`src/rtl/regfile_wr_arbiter.sv`:
```
// Round-robin arbiter sharing the register-file write port between NREQ requesters.
// The winner is registered and presented to the register bank one cycle after the transfer.
module regfile_wr_arbiter #(
    parameter int NREQ         = 4,
    parameter int ADDR_W       = 5,
    parameter int DATA_W       = 32,
    parameter bit ZERO_PROTECT = 1'b1,
    localparam int SRC_W       = $clog2(NREQ),
    localparam int SEL_W       = 2**ADDR_W
) (
    input  logic                     clk,
    input  logic                     rst_n,
    input  logic [NREQ-1:0]          req_valid,
    input  logic [NREQ*ADDR_W-1:0]   req_addr,
    input  logic [NREQ*DATA_W-1:0]   req_data,
    output logic [NREQ-1:0]          req_ready,
    input  logic                     wr_stall,
    output logic                     wr_en,
    output logic [SEL_W-1:0]         wr_sel,
    output logic [ADDR_W-1:0]        wr_addr,
    output logic [DATA_W-1:0]        wr_data,
    output logic [SRC_W-1:0]         wr_src,
    output logic                     err_zero_wr
);

    // Handshake: requester i transfers on a rising edge where req_valid[i] && req_ready[i];
    // valid/addr/data are held stable until ready, and valid never waits on ready.

    logic [SRC_W-1:0]  rr_ptr_q, rr_ptr_d;
    logic [SRC_W-1:0]  gnt_idx;
    logic              gnt_any;
    logic [NREQ-1:0]   grant;
    int                idx;

    logic [ADDR_W-1:0] win_addr;
    logic [DATA_W-1:0] win_data;
    logic              zero_hit;

    logic              wr_en_q, wr_en_d;
    logic [SEL_W-1:0]  wr_sel_q, wr_sel_d;
    logic [ADDR_W-1:0] wr_addr_q, wr_addr_d;
    logic [DATA_W-1:0] wr_data_q, wr_data_d;
    logic [SRC_W-1:0]  wr_src_q, wr_src_d;
    logic              err_q, err_d;

    // Search starts at rr_ptr and wraps; stall or reset blocks every grant.
    always_comb begin
        grant   = '0;
        gnt_idx = '0;
        gnt_any = 1'b0;
        idx     = 0;
        if (rst_n && !wr_stall) begin
            for (int k = 0; k < NREQ; k++) begin
                idx = (int'(rr_ptr_q) + k) % NREQ;
                if (!gnt_any && req_valid[idx]) begin
                    gnt_any = 1'b1;
                    gnt_idx = SRC_W'(idx);
                end
            end
        end
        if (gnt_any) begin
            grant[gnt_idx] = 1'b1;
        end
    end

    assign req_ready = grant;

    always_comb begin
        rr_ptr_d = rr_ptr_q;
        if (gnt_any) begin
            rr_ptr_d = (gnt_idx == SRC_W'(NREQ - 1)) ? '0 : gnt_idx + SRC_W'(1);
        end
    end

    always_comb begin
        win_addr = req_addr[int'(gnt_idx)*ADDR_W +: ADDR_W];
        win_data = req_data[int'(gnt_idx)*DATA_W +: DATA_W];
        zero_hit = gnt_any && ZERO_PROTECT && (win_addr == '0);

        wr_en_d   = gnt_any && !zero_hit;
        wr_sel_d  = wr_en_d ? (SEL_W'(1) << win_addr) : '0;
        err_d     = zero_hit;
        wr_addr_d = wr_addr_q;
        wr_data_d = wr_data_q;
        wr_src_d  = wr_src_q;
        // Suppressed register-0 writes still load the data path so wr_src names the offender.
        if (gnt_any) begin
            wr_addr_d = win_addr;
            wr_data_d = win_data;
            wr_src_d  = gnt_idx;
        end
    end

    always_ff @(posedge clk or negedge rst_n) begin
        if (!rst_n) begin
            rr_ptr_q  <= '0;
            wr_en_q   <= 1'b0;
            wr_sel_q  <= '0;
            wr_addr_q <= '0;
            wr_data_q <= '0;
            wr_src_q  <= '0;
            err_q     <= 1'b0;
        end else begin
            rr_ptr_q  <= rr_ptr_d;
            wr_en_q   <= wr_en_d;
            wr_sel_q  <= wr_sel_d;
            wr_addr_q <= wr_addr_d;
            wr_data_q <= wr_data_d;
            wr_src_q  <= wr_src_d;
            err_q     <= err_d;
        end
    end

    assign wr_en       = wr_en_q;
    assign wr_sel      = wr_sel_q;
    assign wr_addr     = wr_addr_q;
    assign wr_data     = wr_data_q;
    assign wr_src      = wr_src_q;
    assign err_zero_wr = err_q;

endmodule
```
`config.mk`:
```
export PLATFORM = sky130hd
export DESIGN_NAME = regfile_wr_arbiter
export DESIGN_NICKNAME = d
export VERILOG_FILES = /design/src/rtl/regfile_wr_arbiter.sv
export SDC_FILE = /design/constraint.sdc
export NUM_CORES = 1
export LEC_CHECK = 0
export ABC_AREA = 0
export CORE_UTILIZATION = 29
export DETAILED_ROUTE_END_ITERATION = 16
export MAX_ROUTING_LAYER = met4
export SKIP_CTS_REPAIR_TIMING = 1
export SLEW_MARGIN = 20
export SYNTH_ARGS = -nofsm -noshare
export SYNTH_HDL_FRONTEND = slang
export SYNTH_SLANG_ARGS = --single-unit
export TNS_END_PERCENT = 20
```
`constraint.sdc`:
```
create_clock -name clk -period 8.05 [get_ports clk]
set_clock_uncertainty 0.15 [all_clocks]
set_input_delay 2.0125 -clock clk [delete_from_list [all_inputs] [get_ports clk]]
set_output_delay 2.0125 -clock clk [all_outputs]
set_load 0.05 [all_outputs]
```
==> summary.md, run 1 <==
| Metric | Value |
|---|---|
| Part of the cycle the worst path needs | `87.4%` |
| Antenna Violating Nets Remaining | `0` |
| Pwr Density | `194 nW/um^2` |
| DR pass1 iterations | `4` |
| WL final | `14400 um` |
| Die H | `124 um` |
| Leakage power | `0.00277 uW` |
| Seq/Total Area, Yosys | `43.5%` |
| Flip-flop and latch area | `1880 sq um` |
| CP endpoint kind | `output pin` |
| Multi-input gate area | `2310 sq um` |
| Status | `complete, no violations` |
| Slew Limit Fails | `0` |
| DRC | `0` |
| Number of global-route vias before repair | `3986` |
| Tightest Pin Transition | `1030 ps` |
| Total global routing overflow | `0` |
| Hold Fails Final Rpt | `0` |
| Nets@finish | `794` |
| Routed via count | `4108` |
| Post-layout min period | `7030 ps` |
| Antenna violations before repair | `0` |
| Upper clock frequency limit | `0.142 GHz` |
| Max-Cap Viols | `0` |
| Worst-path clk slew | `60 ps` |
| CTS tree | `yes` |
| Routed len/inst | `17.5 um` |
| Async SR Flop Fraction | `100%` |
| # rows | `44` |
| All-Layer GR Usage | `19.5%` |
| Global placement routability congestion | `0.865` |
| Worst hold slack | `323 ps` |
| Clk root buf | `clkbuf_16` |
| RSZ-0062 raised after global routing | `no` |
| Post-DP Area | `6800 sq um` |
| DIE AREA | `15400 sq um` |
| Fillers | `1391` |
| Port bufs | `231` |
| Slew Limit Headroom | `31.5%` |
| Startpoint types | `input port` |
| CTS HTree Levels | `3` |
| Worst Path Required | `5890 ps` |
| Initial DRC Count | `143` |
| Number of enable flip-flop cells after synthesis | `0` |
| DPL Wire Length | `11300 um` |
| Avg Vias per Cell | `5.00` |
| Pin count of the biggest net entering global routing | `65` |
| Die span in x | `124 um` |
| Area Overhead vs Synth | `65.0%` |
| Core ar. | `14500 sq um` |
| Final total power | `1380 uW` |
| Antenna cells | `0` |
| Global-route wire length before repair | `21500 um` |
| Yosys reg bits | `75` |
| Final setup vio count | `0` |
| Syn Area/Cell | `10.5 sq um` |
| Kind of critical path | `input port to output pin` |
| Predominant post-synthesis flop cell | `dfrtp_1` |
| Synth cell types | `56` |
| Setup TNS | `0 ps` |
| Num ports | `232` |
| Pre-CTS WS | `1010 ps` |
| Starting Density | `29.7%` |
| Commonest non-fill, non-tap cell in the layout | `clkdlybuf4s50_1` |
| Cells after Synth | `411` |
| Clock latency on the worst-skew pair | `340 ps` |
| Total CTS buffers | `9` |
| Clock sink total | `75` |
| Worst Hold Class | `register to register` |
| Data arrival, critical path | `4870 ps` |
| Netlist Area Pre-Place | `4310 sq um` |
| Cell area after layout | `7110 sq um` |
| Maximum VDD drop | `0.113 mV` |
| Layout cells sized above 1 | `8.31%` |
| Commonest non-fill, non-tap cells in the layout | `clkdlybuf4s50_1 (230), dfrtp_1 (75), mux2i_1 (74)` |
| Syn Nets | `570` |
| Setup slack after layout | `1020 ps` |
| Largest fanout on the critical path | `12` |
| Yosys warns | `0` |
| Max clock buf depth | `2` |
stage by stage:
step | std cells | utilization (%)
global placement | 808 | 46.8
floorplan | 411 | -
finish | 822 | 48.9
CTS | 822 | 48.9
global route | 822 | 48.9
detailed placement | 808 | 46.8
kinds of logic (layout without fill, tap and decap cells):
kind of cell	count (synthesis)	in the layout	synth area share (%)
buffers and inverters	31	258	3.71
AO/OA/AOI/OAI	83	83	15.7
other	1	1	0.0869
AND/OR/NAND/NOR	130	130	15.2
adder cells (fa/ha/maj)	4	4	1.16
multiplexers	87	87	20.7
flip-flops	75	75	43.5
state kept, by name (all words and copies together), names as in the netlist:
name	flops
wr_addr	5
wr_en	1
wr_data	32
rr_ptr_q	2
wr_src	2
wr_sel	32
err_zero_wr	1
cells in the mapped netlist, types with 2 or more instances:
cell	count	area, sq um
dfrtp_1	75	1880
mux2i_1	74	741
nand2_1	55	206
o221ai_1	26	228
nor2_1	24	90.1
clkbuf_1	13	48.8
o21ai_0	12	60.1
mux2_2	11	124
nor2b_1	8	50.1
and2_1	7	43.8
buf_4	7	52.6
o31ai_1	7	52.6
nand2b_1	6	37.5
nor4_1	6	37.5
inv_1	5	18.8
nand4_1	5	31.3
ha_1	4	50.1
o211ai_1	4	30.0
o31a_1	4	35.0
a21oi_1	3	15.0
nand3_1	3	15.0
nor4b_2	3	45.0
o32a_1	3	30.0
or2_2	3	18.8
a21o_1	2	15.0
a31oi_1	2	12.5
a31oi_2	2	25.0
a32o_1	2	20.0
and4_1	2	17.5
buf_2	2	10.0
buf_6	2	22.5
nor3_2	2	20.0
o21a_1	2	15.0
o221ai_2	2	30.0
or4_1	2	15.0
worst max-delay path, cell delays in order:
cell	delay (ps)
clkdlybuf4s50_1	600
inv_1	130
o31ai_1	640
nor3_4	90
inv_2	250
ha_1	190
and2_1	110
clkdlybuf4s50_1	840
where the power goes:
part / total (uW) / switching [uW] / internal [uW] / leakage (uW)
combinational: 497 / 294 / 202 / 0.00164
clock: 436 / 151 / 285 / 0.000155
sequential: 446 / 25.4 / 420 / 0.000979
final cells by class:
cell class	count	area share [%]
Timing Repair Buffer	238	33.2
Multi-Input combinational cell	305	32.4
Sequential cell	75	26.4
Clock buffer	12	3.61
Tap cell	184	3.24
Clock inverter	2	0.844
Inverter	6	0.317
final timing paths:
check,endpoint,start,cells after the start,slack [ps]
worst max register to register,wr_data[14]$_DFFE_PN0P_,rr_ptr_q[1]$_DFFE_PN0P_,7,5190
worst max-delay path,req_ready[1],req_valid[0],8,1020
min in group asynchronous,wr_sel[27]$_DFF_PN0_,rst_n,1,1450
max in group asynchronous,wr_data[3]$_DFFE_PN0P_,rst_n,2,5360
worst min-delay path,wr_data[17]$_DFFE_PN0P_,wr_data[17]$_DFFE_PN0P_,2,320
worst min register to register,wr_data[17]$_DFFE_PN0P_,wr_data[17]$_DFFE_PN0P_,2,320
layer usage:
metal / vias up / track usage (%) / wire length, um
met5: - / - / 0
met4: 0 / 6.10 / 248
met3: 17 / 6.27 / 1190
met2: 180 / 30.3 / 6920
met1: 1928 / 24.0 / 6000
li1: 1983 / - / -
Note: power is estimated with default switching activity, not from simulation.
==> run 2: changes to the inputs <==
--- a/config.mk
+++ b/config.mk
@@ -6,6 +6,7 @@
 export NUM_CORES = 1
 export LEC_CHECK = 0
 export ABC_AREA = 0
+export CAP_MARGIN = 30
 export CORE_UTILIZATION = 29
 export DETAILED_ROUTE_END_ITERATION = 16
 export MAX_ROUTING_LAYER = met4
==> run 2 against run 1 <==
Effect of this change:
- global-route usage did not move
- critical path depth is the same
- clock-buffer cell count unchanged
- non-clock buffer count increased by 1
- first-iteration DRC count is 17% higher
- cell area up 0.39%
==> summary.md, run 2 (synthesis results as in run 1) <==
| Metric | Value |
|---|---|
| Commonest non-fill, non-tap cell in the layout | `clkdlybuf4s50_1` |
| Antenna violations before repair | `0 (unchanged)` |
| Die span in x | `124 um (unchanged)` |
| Maximum VDD drop | `0.112 mV (about the same)` |
| Global Route met3 Usage | `6.27% (unchanged)` |
| Kind of critical path | `input port to output pin` |
| Hold Fails Final Rpt | `0 (unchanged)` |
| CP Cell Sequence | `clkdlybuf4s50_1 > inv_1 > o31ai_1 > nor3_4 > inv_2 > ha_1 > and2_1 > clkdlybuf4s50_1` |
| Worst-path clk slew | `60 ps (about the same)` |
| Worst Path Required | `5890 ps (about the same)` |
| Hold EP | `wr_data[17]$_DFFE_PN0P_` |
| Antenna cells | `0 (unchanged)` |
| Total global routing overflow | `0 (unchanged)` |
| Tightest Pin Transition | `709 ps (-318 ps)` |
| Avg Vias per Cell | `5.00 (about the same)` |
| Nets@finish | `795 (+0.13%)` |
| Number of global-route vias before repair | `3986 (unchanged)` |
| Met1 usage in global routing | `24.0% (unchanged)` |
| RR Endpoint | `wr_sel[2]$_DFF_PN0_` |
| CP max-delay cell | `clkdlybuf4s50_1` |
| CTS HTree Levels | `3 (unchanged)` |
| Global placement routability congestion | `0.865 (unchanged)` |
| Setup TNS | `0 ps (unchanged)` |
| Upper clock frequency limit | `0.142 GHz (about the same)` |
| Worst r2r path cells | `7 (unchanged)` |
| Startpoint types | `input port` |
| CTS tree | `yes` |
| Leakage power | `0.00278 uW (+0.42%)` |
| Worst reg2reg path startpoint | `rr_ptr_q[1]$_DFFE_PN0P_` |
| Area Overhead vs Synth | `65.6%` |
| Clock latency on the worst-skew pair | `340 ps (about the same)` |
| Max-Cap Viols | `0 (unchanged)` |
| Clock sink total | `75 (unchanged)` |
| Worst Hold Class | `register to register` |
| # rows | `44 (unchanged)` |
| Part of the cycle the worst path needs | `87.4% (about the same)` |
| Layout cells sized above 1 | `8.45% (+0.14 points)` |
| Final setup vio count | `0 (unchanged)` |
| Commonest non-fill, non-tap cells in the layout | `clkdlybuf4s50_1 (230), dfrtp_1 (75), mux2i_1 (74)` |
| Initial DRC Count | `167 (+17%)` |
| WL final | `14400 um (+0.10%)` |
| Data arrival, critical path | `4870 ps (about the same)` |
| DIE AREA | `15400 sq um (unchanged)` |
| DRC | `0 (unchanged)` |
| Num ports | `232 (unchanged)` |
| Port bufs | `231 (unchanged)` |
| Grt peak-use layer | `met2` |
| Starting Density | `29.7% (unchanged)` |
| CP endpoint kind | `output pin` |
| Placed insts | `808 (unchanged)` |
| Post-Layout Cell Count | `823 (+0.12%)` |
| Slew Limit Fails | `0 (unchanged)` |
| Slew Limit Headroom | `52.4% (+21 points)` |
| Multi-input gate area | `2310 sq um (unchanged)` |
| Max stage delay on crit path | `840 ps (about the same)` |
| Global-route wire length before repair | `21500 um (unchanged)` |
| Antenna Violating Nets Remaining | `0 (unchanged)` |
| Min-delay src | `wr_data[17]$_DFFE_PN0P_` |
| RSZ-0062 raised after global routing | `no` |
| Core ar. | `14500 sq um (unchanged)` |
| Total CTS buffers | `9 (unchanged)` |
| Hold Crit Depth | `2 (unchanged)` |
| Max clock buf depth | `2 (unchanged)` |
| Fillers | `1388 (-0.22%)` |
| Met2 GRT Util | `30.3% (unchanged)` |
| Clk root buf | `clkbuf_16` |
| DPL Wire Length | `11300 um (unchanged)` |
| DR pass1 iterations | `4 (unchanged)` |
| Pwr Density | `193 nW/um^2 (-0.41%)` |
| Largest fanout on the critical path | `12 (unchanged)` |
| Final total power | `1380 uW (about the same)` |
| Routed via count | `4116 (+0.19%)` |
| Cell mode on critical path | `clkdlybuf4s50_1` |
| Pin count of the biggest net entering global routing | `65 (unchanged)` |
| All-Layer GR Usage | `19.5% (unchanged)` |
| Die H | `124 um (unchanged)` |
| Flip-flop and latch area | `1880 sq um (unchanged)` |
| Routed len/inst | `17.5 um (about the same)` |
| Post-layout min period | `7040 ps (+4.03 ps)` |
| Status | `complete, no violations` |
| FF-to-FF setup slack | `5270 ps (+80 ps)` |
run 2: critical path, delay by kind of cell:
family          cells  cell delay [ps]
compound gates      1              640
fa+ha+maj           1              190
buf+inv             4             1830
simple gates        2              200
run 2: cell type report:
cell class	instances	area share [%]
Inverter	6	0.315
Clock inverter	2	0.841
Tap cell	184	3.22
Multi-Input combinational cell	305	32.3
Sequential cell	75	26.3
Timing Repair Buffer	239	33.5
Clock buffer	12	3.59
run 2: how the worst max path moves through the flow:
stage	slack, ps	start	cells after the start	endpoint
after global placement	1080	req_valid[0]	8	req_ready[0]
after global routing	830	req_valid[0]	8	req_ready[1]
after floorplan	1980	req_valid[1]	9	req_ready[0]
after CTS	1010	req_valid[0]	8	req_ready[0]
after detailed placement	1010	req_valid[0]	8	req_ready[0]
final	1010	req_valid[0]	8	req_ready[1]
run 2: report_power, final:
group / switching (uW) / internal, uW
clock network: 150 / 285
logic: 295 / 203
registers: 25.4 / 420
run 2: per-layer routing:
| layer | up-vias | wire (um) | share of wire [%] |
|---|---|---|---|
| met4 | 0 | 238 | 1.7 |
| met2 | 180 | 6910 | 48 |
| met1 | 1929 | 6030 | 42 |
| met3 | 17 | 1210 | 8.4 |
| li1 | 1990 | - | - |
| met5 | - | 0 | 0 |
run 2: per-stage QoR:
step	hold WS (ps)	utilization [%]	area, sq um	setup WS [ps]
floorplan	413	-	4310	1980
global placement	311	46.8	6800	1080
detailed placement	322	46.8	6800	1010
CTS	334	48.9	7110	1010
global route	350	49.1	7140	826
finish	323	49.1	7140	1010
==> run 3: changes to the inputs <==
--- a/config.mk
+++ b/config.mk
@@ -6,7 +6,7 @@
 export NUM_CORES = 1
 export LEC_CHECK = 0
 export ABC_AREA = 0
-export CAP_MARGIN = 30
+export CAP_MARGIN = 20
 export CORE_UTILIZATION = 29
 export DETAILED_ROUTE_END_ITERATION = 16
 export MAX_ROUTING_LAYER = met4
==> results of run 3 <==
The final DEF is identical to that of run 1; final timing and power are the same.
